`config.mk`:
```
export PLATFORM = sky130hd
export DESIGN_NAME = wbs_mem_ctrl
export DESIGN_NICKNAME = d
export VERILOG_FILES = /design/src/rtl/wbs_mem_ctrl.sv
export SDC_FILE = /design/constraint.sdc
export NUM_CORES = 1
export LEC_CHECK = 0
export ABC_AREA = 1
export ABC_CLOCK_PERIOD_IN_PS = 3400
export CAP_MARGIN = 20
export CORE_MARGIN = 2
export CORE_UTILIZATION = 49
export DETAILED_ROUTE_END_ITERATION = 6
export GPL_ROUTABILITY_DRIVEN = 0
export PLACE_DENSITY = 0.86
export SLEW_MARGIN = 20
export SYNTH_ARGS = -nofsm -noshare
export SYNTH_HDL_FRONTEND = slang
export SYNTH_SLANG_ARGS = --single-unit
```
`constraint.sdc`:
```
create_clock -name clk -period 3.4 [get_ports clk]
set_input_delay 0.68 -clock clk [delete_from_list [all_inputs] [get_ports clk]]
set_output_delay 0.68 -clock clk [all_outputs]
set_load 0.02 [all_outputs]
```
`src/rtl/wbs_mem_ctrl.sv`:
```
// Wishbone classic slave for the KD-tree ANN accelerator: control registers plus
// a shared 64-bit SRAM port for query/leaf/best/node regions, locked out while the search FSM runs.
//
// state   | meaning
// IDLE    | waiting for cyc&stb; decodes and launches the access
// RD_WAIT | SRAM read issued, capture mem_rdata
// ACK     | one-cycle acknowledge, back to IDLE
module wbs_mem_ctrl #(
    parameter logic [31:0] ADDR_MASK      = 32'hFFFF_0000,
    parameter logic [31:0] REG_BASE       = 32'h3000_0000,
    parameter logic [31:0] QUERY_BASE     = 32'h3001_0000,
    parameter logic [31:0] LEAF_BASE      = 32'h3002_0000,
    parameter logic [31:0] BEST_BASE      = 32'h3003_0000,
    parameter logic [31:0] NODE_BASE      = 32'h3004_0000,
    parameter int          MEM_ADDR_WIDTH = 12
) (
    input  logic                      clk,
    input  logic                      rst_n,
    input  logic                      wbs_cyc_i,
    input  logic                      wbs_stb_i,
    input  logic                      wbs_we_i,
    input  logic [3:0]                wbs_sel_i,
    input  logic [31:0]               wbs_adr_i,
    input  logic [31:0]               wbs_dat_i,
    output logic                      wbs_ack_o,
    output logic [31:0]               wbs_dat_o,
    output logic [1:0]                mem_region,
    output logic                      mem_csb,
    output logic                      mem_web,
    output logic [MEM_ADDR_WIDTH-1:0] mem_addr,
    output logic [63:0]               mem_wdata,
    input  logic [63:0]               mem_rdata,
    input  logic                      fsm_busy,
    input  logic                      fsm_done,
    output logic                      fsm_start,
    output logic                      mode,
    output logic                      debug,
    output logic                      lockout_err
);

    typedef enum logic [1:0] {ST_IDLE, ST_RD_WAIT, ST_ACK} state_t;

    localparam logic [1:0] RGN_QUERY = 2'd0;
    localparam logic [1:0] RGN_LEAF  = 2'd1;
    localparam logic [1:0] RGN_BEST  = 2'd2;
    localparam logic [1:0] RGN_NODE  = 2'd3;

    state_t                    state_q, state_d;
    logic                      ack_q, ack_d;
    logic [31:0]               dat_q, dat_d;
    logic [1:0]                region_q, region_d;
    logic                      csb_q, csb_d;
    logic                      web_q, web_d;
    logic [MEM_ADDR_WIDTH-1:0] addr_q, addr_d;
    logic [63:0]               wdata_q, wdata_d;
    logic                      start_q, start_d;
    logic                      mode_q, mode_d;
    logic                      debug_q, debug_d;
    logic                      done_q, done_d;
    logic                      lockout_q, lockout_d;
    logic [31:0]               hold_q, hold_d;
    logic                      rd_hi_q, rd_hi_d;

    logic        req, sel_ok, half;
    logic        is_reg, is_query, is_leaf, is_best, is_node, is_mem;
    logic [15:0] reg_off;
    logic [31:0] rgn;
    logic        done_clr, lockout_set, lockout_clr;

    assign req      = wbs_cyc_i & wbs_stb_i;
    assign sel_ok   = (wbs_sel_i == 4'hF);
    assign half     = wbs_adr_i[2];
    assign reg_off  = wbs_adr_i[15:0];
    assign rgn      = wbs_adr_i & ADDR_MASK;
    assign is_reg   = (rgn == REG_BASE);
    assign is_query = (rgn == QUERY_BASE);
    assign is_leaf  = (rgn == LEAF_BASE);
    assign is_best  = (rgn == BEST_BASE);
    assign is_node  = (rgn == NODE_BASE);
    assign is_mem   = is_query | is_leaf | is_best | is_node;

    always_comb begin
        state_d     = state_q;
        ack_d       = 1'b0;
        dat_d       = dat_q;
        region_d    = region_q;
        csb_d       = 1'b1;
        web_d       = 1'b1;
        addr_d      = addr_q;
        wdata_d     = wdata_q;
        start_d     = 1'b0;
        mode_d      = mode_q;
        debug_d     = debug_q;
        hold_d      = hold_q;
        rd_hi_d     = rd_hi_q;
        done_clr    = 1'b0;
        lockout_set = 1'b0;
        lockout_clr = 1'b0;

        case (state_q)
            ST_IDLE: begin
                if (req) begin
                    state_d = ST_ACK;
                    ack_d   = 1'b1;
                    dat_d   = 32'h0;
                    if (is_reg) begin
                        if (wbs_we_i) begin
                            if (sel_ok) begin
                                case (reg_off)
                                    16'h0000: mode_d = wbs_dat_i[0];
                                    16'h0004: begin
                                        debug_d     = wbs_dat_i[0];
                                        lockout_clr = 1'b1;
                                    end
                                    16'h0008: done_clr = 1'b1;
                                    16'h000C: begin
                                        if (wbs_dat_i[0] && !fsm_busy) begin
                                            start_d  = 1'b1;
                                            done_clr = 1'b1;
                                        end
                                    end
                                    default: ;
                                endcase
                            end
                        end else begin
                            case (reg_off)
                                16'h0000: dat_d = {31'b0, mode_q};
                                16'h0004: dat_d = {31'b0, debug_q};
                                16'h0008: dat_d = {31'b0, done_q};
                                16'h0010: dat_d = {31'b0, fsm_busy};
                                default:  dat_d = 32'h0;
                            endcase
                        end
                    end else if (is_mem) begin
                        // The search FSM owns the SRAM while busy; host gets a dummy ack.
                        if (fsm_busy) begin
                            lockout_set = 1'b1;
                        end else if (wbs_we_i) begin
                            if (sel_ok) begin
                                if (is_node) begin
                                    csb_d    = 1'b0;
                                    web_d    = 1'b0;
                                    region_d = RGN_NODE;
                                    addr_d   = wbs_adr_i[MEM_ADDR_WIDTH+1:2];
                                    wdata_d  = {{(64-22){1'b0}}, wbs_dat_i[21:0]};
                                end else if (is_best) begin
                                    hold_d = hold_q;
                                end else if (!half) begin
                                    hold_d = wbs_dat_i;
                                end else begin
                                    csb_d    = 1'b0;
                                    web_d    = 1'b0;
                                    region_d = is_leaf ? RGN_LEAF : RGN_QUERY;
                                    addr_d   = wbs_adr_i[MEM_ADDR_WIDTH+2:3];
                                    wdata_d  = {wbs_dat_i, hold_q};
                                end
                            end
                        end else begin
                            state_d = ST_RD_WAIT;
                            ack_d   = 1'b0;
                            dat_d   = dat_q;
                            csb_d   = 1'b0;
                            web_d   = 1'b1;
                            if (is_node) begin
                                region_d = RGN_NODE;
                                addr_d   = wbs_adr_i[MEM_ADDR_WIDTH+1:2];
                                rd_hi_d  = 1'b0;
                            end else begin
                                region_d = is_query ? RGN_QUERY : (is_leaf ? RGN_LEAF : RGN_BEST);
                                addr_d   = wbs_adr_i[MEM_ADDR_WIDTH+2:3];
                                rd_hi_d  = half;
                            end
                        end
                    end
                end
            end
            ST_RD_WAIT: begin
                // An abandoned cycle still lets the SRAM read finish, just without an ack.
                if (wbs_cyc_i) begin
                    state_d = ST_ACK;
                    ack_d   = 1'b1;
                    dat_d   = rd_hi_q ? mem_rdata[63:32] : mem_rdata[31:0];
                end else begin
                    state_d = ST_IDLE;
                end
            end
            default: state_d = ST_IDLE;
        endcase

        done_d = done_q;
        if (done_clr) done_d = 1'b0;
        if (fsm_done) done_d = 1'b1;

        lockout_d = lockout_q;
        if (lockout_clr) lockout_d = 1'b0;
        if (lockout_set) lockout_d = 1'b1;
    end

    always_ff @(posedge clk or negedge rst_n) begin
        if (!rst_n) begin
            state_q   <= ST_IDLE;
            ack_q     <= 1'b0;
            dat_q     <= 32'h0;
            region_q  <= 2'd0;
            csb_q     <= 1'b1;
            web_q     <= 1'b1;
            addr_q    <= '0;
            wdata_q   <= 64'h0;
            start_q   <= 1'b0;
            mode_q    <= 1'b0;
            debug_q   <= 1'b0;
            done_q    <= 1'b0;
            lockout_q <= 1'b0;
            hold_q    <= 32'h0;
            rd_hi_q   <= 1'b0;
        end else begin
            state_q   <= state_d;
            ack_q     <= ack_d;
            dat_q     <= dat_d;
            region_q  <= region_d;
            csb_q     <= csb_d;
            web_q     <= web_d;
            addr_q    <= addr_d;
            wdata_q   <= wdata_d;
            start_q   <= start_d;
            mode_q    <= mode_d;
            debug_q   <= debug_d;
            done_q    <= done_d;
            lockout_q <= lockout_d;
            hold_q    <= hold_d;
            rd_hi_q   <= rd_hi_d;
        end
    end

    assign wbs_ack_o   = ack_q;
    assign wbs_dat_o   = dat_q;
    assign mem_region  = region_q;
    assign mem_csb     = csb_q;
    assign mem_web     = web_q;
    assign mem_addr    = addr_q;
    assign mem_wdata   = wdata_q;
    assign fsm_start   = start_q;
    assign mode        = mode_q;
    assign debug       = debug_q;
    assign lockout_err = lockout_q;

endmodule

```
Yosys cells after proc, flatten, opt, wreduce, memory -nomap -nowiden --
Cells that the tools add are included. W data, S select, Z words.
Operators by class: equality and inequality tests 18, multiplexer cells 87, bitwise logic cells 10, reduce and logical (&&, ||, !) cells 15
Operators with widths (count):
- $mux W32 | 7
- $mux W64 | 3
- $eq A16 B14 Y1 const B | 5
- $mux W12 | 6
- $pmux W32 S2 | 1
- $mux W1 | 52
- $eq A16 B4 Y1 const B | 2
- $mux W2 | 14
- $reduce_and A6 Y1 | 3
- $eq A16 B3 Y1 const B | 1
- $eq A16 B5 Y1 const B | 1
- $logic_not A16 Y1 | 1
- $reduce_and A10 Y1 | 1
- $reduce_and A9 Y1 | 1
- $reduce_and A8 Y1 | 1
- $reduce_bool A2 Y1 | 4
- $not A1 Y1 | 6
- $ne A5 B5 Y1 const B | 1
- $eq A4 B4 Y1 const B | 1
- $ne A2 B1 Y1 const B | 2
- $ne A2 B2 Y1 const B | 2
- $pmux W1 S2 | 2
- $pmux W1 S4 | 1
- $pmux W2 S2 | 1
- 9 further kinds | 11
Storage, ports and cells: flip-flop bits (word level) 153, input bits 139, word-level logic and storage cells 145

Depth between registers and ports, before layout --
Gate-level depths: netlist of run 1.
depth after elaboration 11, mapped depth 14, gate-level depth less buffers 12

Least setup slack after synthesis of run 1 --
No wires, ideal clock.
kind input -> register, start in wbs_adr_i[27], end reg wdata_q[45] (netlist: mem_wdata[45]), arrival 1.864 ns, required time 3.279 ns, setup slack 1.415 ns, stages 12, path buffers 2, path through nor2_1 -> nand2_2 -> nor2_8 -> nand2_2 -> nand2_1 -> nand3_1 -> nor2_1 -> nand2_1 -> buf_4 -> buf_2 -> nand2_1 -> o21ai_1
Between the ends: word-level cells in the longest chain between the ends 5, elaborated cells on any way between the ends 13, classes of those cells eq/ne: 6; mux: 1; bitwise: 4; reduce/logical: 2
RTL lines:
- start: declaration | RTL line 23 | input logic [31:0] wbs_adr_i,
- $eq A16 B14 Y1 (on tied branches) | RTL line 76, 77
- $or A1 B1 Y1 (3 in a row) | RTL line 80 | assign is_mem = is_query | is_leaf | is_best | is_node;
- $reduce_and A9 Y1 (no line)
- end signal: assignment | RTL line 224 | wdata_q <= wdata_d;
- end: declaration | RTL line 55 | logic [63:0] wdata_q, wdata_d;
Several ways; a longest one is shown, not always the timed one. A chain may end at the register's enable or synchronous reset.

Worst setup path in the final report of run 1 --
start in wbs_adr_i[29], end reg addr_q[3] (netlist: mem_addr[3])
Between the ends: word-level cells in the longest chain between the ends 5, elaborated cells on any way between the ends 16, classes of those cells eq/ne: 7; mux: 4; bitwise: 4; reduce/logical: 1
RTL lines:
- $eq A16 B14 Y1 (on tied branches) | RTL line 76, 77
- $or A1 B1 Y1 (3 in a row) | RTL line 80
- $reduce_and A8 Y1 (no line)
- end signal: assignment | RTL line 223 | addr_q <= addr_d;
- end: declaration | RTL line 54 | logic [MEM_ADDR_WIDTH-1:0] addr_q, addr_d;
Several ways; a longest one is shown, not always the timed one. The select of a mux whose other input is x is not followed.

==> qor.log, run 1 <==
[logic_synthesis] Synth Net Count 1,080
[critical_path] largest driver fanout on the critical path 15
[timing] Total Neg Setup Slack 0 ns
[timing] crit path time final 2.96 ns
[power] Leakage Power 5.08 nW
[global_route] total routing usage reported by global routing 26.7%
[route] DR pass1 iterations 5
[place] # placed instances 1,341
[timing] number of max-slew violations in the final report 0
[cells_and_area] share of layout cells above drive strength 1 5.05%
[route] number of design rule violations left after detail routing 0
[clock_network] CTS max path bufs 2
[cells_and_area] number of antenna cells inserted 0
[place] Port-buffer cells 255
[cells_and_area] post-layout net count 1,315
[clock_network] H-tree levels 4
[logic_synthesis] fraction of the yosys area taken by sequential cells 52.5%
[cells_and_area] post-route non-filler standard cell count 1,373
[power] power density normalized to cell area 401 mW/mm^2
[route] count of routing violations after the opening detailed-route iteration 554
[route] Met3 Routed Length 1490 um
[logic_synthesis] Gate Count Post-Synth 941
[floorplan] x dimension of the die 126 um
[logic_synthesis] count of unique library cells instantiated by Yosys 23
[floorplan] floorplan die area 0.0159 sq mm
[clock_network] TritonCTS clock tree done
[clock_network] clock root cell clkbuf_16
[clock_network] Clk pin slew, worst setup/hold paths 0.06 ns
[route] mean number of vias per cell 5.13
[global_route] via count of the first global-routing pass 6,865
[timing] highest attainable clock frequency 0.338 GHz
[timing] Setup-failing EPs final 0
[job] max-capacitance violation count 0
[clock_network] hold_buf cts 0
[place] total half-perimeter wirelength after legalization and detailed placement 14,600 um
[floorplan] starting density of the core 50.2%
[clock_network] post-cts repair resize count 0
[global_route] antenna violations before repair 0
[clock_network] CTS Buf Count 17
[route] wire per inst 15.1 um
[logic_synthesis] average cell area after synthesis 7.75 sq um
[critical_path] data arrival time of the worst path 3.27 ns
[timing] worst rel slew slack 35.5%
[route] total number of vias 7,043
[floorplan] boundary pin count 256
[critical_path] endpoint kind of the worst setup timing path register
[timing] worst setup margin 0.440 ns
[timing] Worst Skew 0.00741 ns
[timing] Final period util 87.1%
[floorplan] placement row count 44
[outcome] result of the run completed
[critical_path] FF-to-FF Start state_q[0]
[route] met1 wire length 8310 um
[logic_synthesis] Synth Warn # 0
[critical_path] R2R setup slack 1.46 ns
[route] top routing layer in use met4
[clock_network] Post-CTS Setup Bufs 0
[critical_path] path depth of the worst reg2reg path 6
[critical_path] crit path launch type input port
[floorplan] Die Y-Extent 126 um
[clock_network] total clock sinks 153
[route] number of routed nets with antenna violations 0
[timing] number of hold violations in the final report 0
[logic_synthesis] area of the mapped netlist 0.00730 sq mm
[cells_and_area] Syn-to-layout area delta 45.0%
[critical_path] worst r2r dst mem_addr[3]
[clock_network] source-to-sink clock delay at the later pin of the worst-skew pair 0.42 ns
[critical_path] worst setup path category in2reg
[global_route] global-route wire length before repair 33,900 um
[logic_synthesis] number of flip-flops and latches in the synthesized netlist 153
[global_route] pin count of the biggest net entering global routing 129
[route] wire length on met2 10,100 um
[timing] Fin Hold WS 0.378 ns
[place] worst setup slack before clock tree synthesis 0.0599 ns
[global_route] leftover overflow at the end of global routing 0
[power] worst voltage drop across the vdd grid 0.358 mV
[timing] Worst-Margin Slew 0.968 ns
[route] wire length after detailed routing 20,800 um
[timing] setup repair after global routing missed its margin no
[floorplan] Std-Cell Core Area 0.0145 sq mm
[critical_path] worst endpoint required time 3.71 ns
[worst_hold_path] hold crit path type in2async
how the worst max path moves through the flow:
stage / startpoint / to / slack [ns] / depth (start not counted)
final: wbs_adr_i[29] / mem_addr[3] / 0.44 / 11
after global routing: wbs_adr_i[31] / mem_addr[0] / 0.16 / 10
after CTS: wbs_adr_i[30] / mem_addr[3] / 0.51 / 10
after detailed placement: wbs_adr_i[29] / mem_addr[0] / 0.06 / 11
after global placement: wbs_adr_i[29] / mem_addr[3] / 0.19 / 11
after floorplan: wbs_adr_i[27] / mem_wdata[45] / 1.41 / 12
logic make-up (layout without fill, tap and decap cells):
family | Yosys count | in the layout | synth area share (%)
AOI/OAI and AO/OA | 193 | 193 | 13.3
buffers and inverters | 152 | 400 | 9.23
DFF | 153 | 153 | 52.5
and+or+nand+nor | 443 | 443 | 24.9
metrics by stage:
stage | cell area (sq um) | utilization, % | power [W]
2_1_floorplan | 7300 | - | 0.00193
3_3_place_gp | 9920 | 68.2 | 0.00216
3_5_place_dp | 9920 | 68.2 | 0.00216
4_1_cts | 10600 | 72.8 | 0.00426
5_1_grt | 10600 | 72.8 | 0.00438
6_report | 10600 | 72.8 | 0.00424
sequential cells by signal, indices dropped and copies added, names as in the netlist:
register and cells:
mem_addr 12, fsm_start 1, mem_csb 1, mode 1
mem_region 2, done_q 1, debug 1, hold_q 32
state_q 2, wbs_ack_o 1, lockout_err 1, mem_web 1
mem_wdata 64, wbs_dat_o 32, rd_hi_q 1
layer usage:
layer	track usage, %	vias up
li1	-	3455
met1	33.2	3243
met2	43.2	292
met3	7.01	53
met4	13.8	0
met5	0	-
where the power goes:
part | internal [W] | total [W] | switching [W] | leakage, nW
logic | 0.000167 | 0.000299 | 0.000132 | 2.76
registers | 0.00182 | 0.00183 | 0.00000169 | 2.00
clock network | 0.00137 | 0.00212 | 0.000753 | 0.317
total | 0.00336 | 0.00424 | 0.000887 | 5.08
critical path: stages:
cell	delay (ns)
clkdlybuf4s50_1	0.40
nand2_1	0.06
inv_1	0.04
nand2_1	0.15
nor2_8	0.07
nand2_2	0.10
nand2_1	0.10
nor2_1	0.75
nand3_1	0.64
nand2_1	0.21
nand2_1	0.06
synthesized netlist by cell type (all sizes together):
master	n	area share [%]
a31oi	1	0.17
clkbuf	16	0.82
inv	100	5.1
nand4	22	1.9
dfstp	2	0.72
o21ai	188	13
a21oi	4	0.27
nand3	24	1.6
nand2	289	15
dfrtp	151	52
nor2	101	5.7
nor3	5	0.34
nor4	2	0.26
buf	36	3.3
layout make-up:
cell class	count	area, sq um
clock buffer	22	474
clock inverter	10	188
fill	1063	3960
inverter	100	375
multi-input combinational	636	2800
sequential	153	3830
tap	184	230
timing repair buffer	268	2680
cells in the final DEF, fill, tap and decap left out, types with 2 or more instances in the layout:
cell	instances
nor2_2	2
nor2_1	97
clkbuf_1	2
nor3_1	5
bufinv_16	5
dfstp_2	2
nand4_1	22
buf_4	11
nand2_4	2
nand2_2	5
dfrtp_1	151
o21ai_1	118
clkdlybuf4s50_1	254
clkbuf_8	3
nand2_1	282
a21oi_1	4
nand3_1	24
inv_1	99
clkinvlp_4	2
nor2_8	2
o21ai_0	70
inv_6	2
buf_12	2
clkbuf_16	17
No activity file was read; power rests on OpenSTA's default activity.
==> run 2, diff against run 1 <==
Settings changed: CORE_UTILIZATION 49 to 51, CTS_BUF_LIST from default to sky130_fd_sc_hd__clkbuf_8, PLACE_DENSITY 0.86 to 0.89.
==> qor.log, run 2 (synthesis gave the netlist of run 1 again) <==
[clock_network] CTS max path bufs 2
[floorplan] floorplan die area 0.0153 sq mm
[global_route] pin count of the biggest net entering global routing 129
[job] max-capacitance violation count 0
[cells_and_area] most common cell after layout, fill and taps aside nand2_1
[worst_hold_path] hold crit path type in2async
[global_route] antenna violations before repair 0
[cells_and_area] summed area of non-filler cells in the final layout 0.0104 sq mm
[global_route] via count of the first global-routing pass 6,493
[outcome] result of the run completed
[place] total half-perimeter wirelength after legalization and detailed placement 14,600 um
[timing] Final period util 86.6%
[global_route] leftover overflow at the end of global routing 0
[route] number of design rule violations left after detail routing 0
[cells_and_area] Largest register FFs 64
[place] area after detailed placement 0.00991 sq mm
[critical_path] number of buffers and inverters on the critical path 1
[clock_network] TritonCTS clock tree done
[global_route] global-route wire length before repair 31,700 um
[power] worst voltage drop across the vdd grid 0.241 mV
[cells_and_area] number of antenna cells inserted 0
[power] power density normalized to cell area 359 mW/mm^2
[route] count of routing violations after the opening detailed-route iteration 591
[timing] Setup-failing EPs final 0
[route] wire length after detailed routing 20,400 um
[critical_path] worst setup path category in2reg
[critical_path] largest driver fanout on the critical path 15
[clock_network] post-cts repair resize count 0
[route] number of routed nets with antenna violations 0
[power] Power Internal 0.00292 W
[critical_path] FF-to-FF Start state_q[0]
[power] sequential share of power 49.0%
[route] mean number of vias per cell 5.17
[floorplan] placement row count 43
[timing] number of max-slew violations in the final report 0
[clock_network] clock root cell clkbuf_8
[critical_path] worst r2r dst mem_addr[5]
[critical_path] endpoint kind of the worst setup timing path register
[power] Sw Ratio 21.6%
[floorplan] boundary pin count 256
[clock_network] hold_buf cts 0
[clock_network] source-to-sink clock delay at the later pin of the worst-skew pair 0.45 ns
[timing] setup repair after global routing missed its margin no
[critical_path] path depth of the worst reg2reg path 6
[critical_path] slowest cell on the critical path nor2_1
[cells_and_area] share of layout cells above drive strength 1 4.89%
[floorplan] Std-Cell Core Area 0.0139 sq mm
[cells_and_area] commonest cells after routing, fill and taps aside nand2_1 (282), clkdlybuf4s50_1 (254), dfrtp_1 (151), o21ai_1 (118), inv_1 (99)
[clock_network] H-tree levels 4
[critical_path] R2R setup slack 1.47 ns
[power] Leakage Power 4.99 nW
[critical_path] ordered list of cells on the worst path clkdlybuf4s50_1, nor2_1, nand2_2, nor2_1, nand2_2, nand2_1, nor2_1, nand3_1, nand2_1, nand2_1
[floorplan] starting density of the core 52.4%
[route] DR pass1 iterations 7
[route] total number of vias 7,057
[clock_network] Clk pin slew, worst setup/hold paths 0.08 ns
[critical_path] Critical Path Source wbs_adr_i[22]
[cells_and_area] Syn-to-layout area delta 42.3%
[clock_network] total clock sinks 153
[critical_path] crit path launch type input port
[critical_path] Crit path max-delay family simple AND/OR/NAND/NOR gates
[timing] Fin Hold WS 0.142 ns
[cells_and_area] number of filler instances in the final layout 1,032
[power] clock power share 43.0%
[place] Port-buffer cells 255
[critical_path] largest incremental delay on the critical path 0.74 ns
[critical_path] worst endpoint required time 3.72 ns
[timing] highest attainable clock frequency 0.340 GHz
[global_route] total routing usage reported by global routing 27.0%
[cells_and_area] post-layout net count 1,312
[clock_network] CTS Buf Count 17
[floorplan] x dimension of the die 124 um
[power] switching power summed over all nets 0.000803 W
[clock_network] Post-CTS Setup Bufs 0
[route] wire per inst 14.9 um
[timing] Total Neg Setup Slack 0 ns
[critical_path] data arrival time of the worst path 3.27 ns
[floorplan] Die Y-Extent 124 um
[timing] Worst Skew 0.0115 ns
[timing] Worst-Margin Slew 1.08 ns
[timing] number of hold violations in the final report 0
[power] Logic pwr share 8.1%
[timing] crit path time final 2.94 ns
[timing] worst rel slew slack 27.7%
run 2: cell types whose count changed in the layout (fill, tap and decap cells not counted), sizes merged:
cell,change
inv,-1
buf,-3
clkbuf,-2
clkinv,+2
run 2: cell type report:
type | instances | area, sq um | share of cell area [%]
Multi-Input combinational cell | 636 | 2800 | 27.0
Inverter | 100 | 375 | 3.62
Timing Repair Buffer | 265 | 2680 | 25.8
Clock inverter | 11 | 193 | 1.86
Sequential cell | 153 | 3830 | 36.9
Tap cell | 180 | 225 | 2.17
Clock buffer | 20 | 275 | 2.65
run 2: power by group through the flow:
stage               Clock [W]  Sequential (W)  Combinational [W]
floorplan                   0         0.00186          0.0000655
global placement            0         0.00186           0.000297
detailed placement          0         0.00186           0.000299
CTS                   0.00162         0.00182           0.000302
global route          0.00170         0.00182           0.000330
finish                0.00160         0.00182           0.000301
run 2: per-layer routing:
| layer | track usage, % | wire (um) |
|---|---|---|
| met1 | 33.8 | 8020 |
| met2 | 43.4 | 10100 |
| met3 | 7.74 | 1530 |
| met4 | 12.2 | 731 |
| met5 | 0 | 0 |
run 2: worst max path at each step:
stage                               end  slack, ns  cells past startpoint
after CTS                   mem_addr[8]       0.56                     10
after global placement      mem_addr[1]       0.17                     11
after floorplan           mem_wdata[45]       1.41                     12
after detailed placement    mem_addr[1]       0.03                     10
after global routing        mem_addr[3]       0.25                     10
final                       mem_addr[5]       0.46                     10
run 2: metrics by stage:
step | setup slack, ns | cells | util [%] | total power, W
final | 0.456 | 1365 | 74.5 | 0.00372
after global routing | 0.251 | 1365 | 74.5 | 0.00385
after CTS | 0.556 | 1365 | 74.5 | 0.00375
after detailed placement | 0.0349 | 1334 | 71.2 | 0.00216
after global placement | 0.166 | 1334 | 71.2 | 0.00216
after floorplan | 1.41 | 941 | - | 0.00193
==> run 3, diff against run 2 <==
Settings changed: CELL_PAD_IN_SITES_DETAIL_PLACEMENT from default to 0, CELL_PAD_IN_SITES_GLOBAL_PLACEMENT from default to 1, CORE_UTILIZATION 51 to 36, PLACE_DENSITY 0.89 to default, PLACE_DENSITY_LB_ADDON from default to 0.1.
==> qor.log, run 3 (synthesis gave the netlist of run 1 again) <==
[power] power density normalized to cell area 343 mW/mm^2
[global_route] fraction of met2 tracks used by global routing 30.3%
[route] mean number of vias per cell 4.51
[timing] crit path time final 2.97 ns
[route] wire per inst 13.7 um
[route] wire length after detailed routing 20,000 um
[critical_path] R2R setup slack 1.57 ns
[critical_path] largest incremental delay on the critical path 0.74 ns
[cells_and_area] post-layout net count 1,315
[timing] Worst-Margin Slew 0.943 ns
[cells_and_area] number of filler instances in the final layout 2,068
[clock_network] source-to-sink clock delay at the later pin of the worst-skew pair 0.45 ns
[global_route] pin count of the biggest net entering global routing 99
[route] count of routing violations after the opening detailed-route iteration 327
[cells_and_area] Syn-to-layout area delta 44.0%
[place] total half-perimeter wirelength after legalization and detailed placement 14,200 um
[route] total number of vias 6,577
[global_route] global-route wire length before repair 32,800 um
[global_route] antenna violations before repair 0
[clock_network] CTS max path bufs 2
[cells_and_area] Largest register FFs 64
[critical_path] worst setup path category in2reg
[critical_path] data arrival time of the worst path 3.31 ns
[cells_and_area] commonest cells after routing, fill and taps aside nand2_1 (282), clkdlybuf4s50_1 (254), dfrtp_1 (151), o21ai_1 (118), inv_1 (99)
[cells_and_area] number of antenna cells inserted 0
[cells_and_area] share of the core filled with cells 52.4%
[floorplan] placement row count 52
[critical_path] most frequent CP cell nand2_1
[clock_network] TritonCTS clock tree done
[power] worst voltage drop across the vdd grid 0.213 mV
[floorplan] x dimension of the die 146 um
[global_route] leftover overflow at the end of global routing 0
[power] total power 0.00360 W
[route] number of design rule violations left after detail routing 0
[critical_path] path depth of the worst reg2reg path 6
[critical_path] crit path launch type input port
[timing] worst setup margin 0.430 ns
[timing] setup repair after global routing missed its margin no
[floorplan] starting density of the core 36.4%
[clock_network] hold_buf cts 0
[cells_and_area] area taken by multi-input logic gates 0.00280 sq mm
[timing] number of max-slew violations in the final report 0
[cells_and_area] most common cell after layout, fill and taps aside nand2_1
[critical_path] FF-to-FF Start state_q[0]
[place] worst setup slack before clock tree synthesis -0.0105 ns
[global_route] total routing usage reported by global routing 19.1%
[global_route] met1 Use GR 25.0%
[worst_hold_path] hold crit path type in2async
[floorplan] boundary pin count 256
[timing] Final period util 87.4%
[timing] Fin Hold WS 0.170 ns
[clock_network] Clk pin slew, worst setup/hold paths 0.09 ns
[place] Port-buffer cells 255
[cells_and_area] share of layout cells above drive strength 1 5.21%
[timing] Setup-failing EPs final 0
[clock_network] H-tree levels 4
[floorplan] floorplan die area 0.0214 sq mm
[clock_network] Post-CTS Setup Bufs 0
[timing] worst rel slew slack 36.9%
[critical_path] largest driver fanout on the critical path 15
[critical_path] Critical Path Source wbs_adr_i[16]
[cells_and_area] sequential cell area 0.00383 sq mm
[critical_path] ordered list of cells on the worst path clkdlybuf4s50_1, nor2_1, nand2_1, nor2_1, nand2_2, nand2_1, nor2_1, nand3_1, nand2_1, nand2_1
[critical_path] slowest cell on the critical path nor2_1
[floorplan] Die Y-Extent 146 um
[global_route] via count of the first global-routing pass 6,272
[timing] number of hold violations in the final report 0
[clock_network] clock root cell clkbuf_8
[route] number of routed nets with antenna violations 0
[global_route] Most Crowded Layer GR met2
[timing] highest attainable clock frequency 0.337 GHz
[floorplan] Std-Cell Core Area 0.0200 sq mm
[clock_network] CTS Buf Count 17
[outcome] result of the run completed
[timing] Worst Skew 0.0167 ns
[critical_path] endpoint kind of the worst setup timing path register
[power] Leakage Power 5.00 nW
[route] DR pass1 iterations 5
[global_route] global routing usage on met3 6.69%
[critical_path] worst endpoint required time 3.74 ns
[clock_network] post-cts repair resize count 0
[clock_network] total clock sinks 153
[job] max-capacitance violation count 0
run 3: cell count changes in the layout (fill, tap and decap cells not counted), sizes merged:
cell / change
inv: +8
bufinv: -3
buf: +3
clkinv: -1
clkinvlp: -1
clkbuf: -2
run 3: where the power goes:
group | switching (W) | internal, W | leakage [nW]
logic | 0.000131 | 0.000168 | 2.78
clock network | 0.000770 | 0.000706 | 0.213
registers | 0.00000163 | 0.00182 | 2.00
total | 0.000903 | 0.00269 | 5.00
run 3: worst paths after layout:
kind	endpoint
hold reg to reg	mem_addr[3]
setup / recovery	mem_region[1]
hold / removal	mem_addr[10]
min in group clk	mem_addr[3]
max in group asynchronous	mem_csb
setup reg to reg	mem_region[1]
run 3: layout make-up:
type	count	area share [%]
Clock buffer	18	2.36
Clock inverter	14	1.66
Inverter	100	3.57
Multi-Input combinational cell	636	26.7
Sequential cell	153	36.5
Tap cell	270	3.22
Timing Repair Buffer	268	26.0
run 3: critical path, delay by kind of cell:
kind / cells / cell delay, ns
and+or+nand+nor: 9 / 2.10
buffers and inverters: 1 / 0.52
run 3: metal layers:
metal  routed length, um  vias to the layer above
met5                   0                        -
met4                 252                        0
met3                1450                       12
met2                9410                      179
met1                8890                     2930
li1                    -                     3456
run 3: per-stage QoR:
step | cell area [sq um] | setup TNS, ns | instances
global route | 10500 | 0 | 1459
detailed placement | 10100 | -0.0162 | 1426
CTS | 10500 | 0 | 1458
finish | 10500 | 0 | 1459
global placement | 10100 | 0 | 1426
floorplan | 7300 | 0 | 941
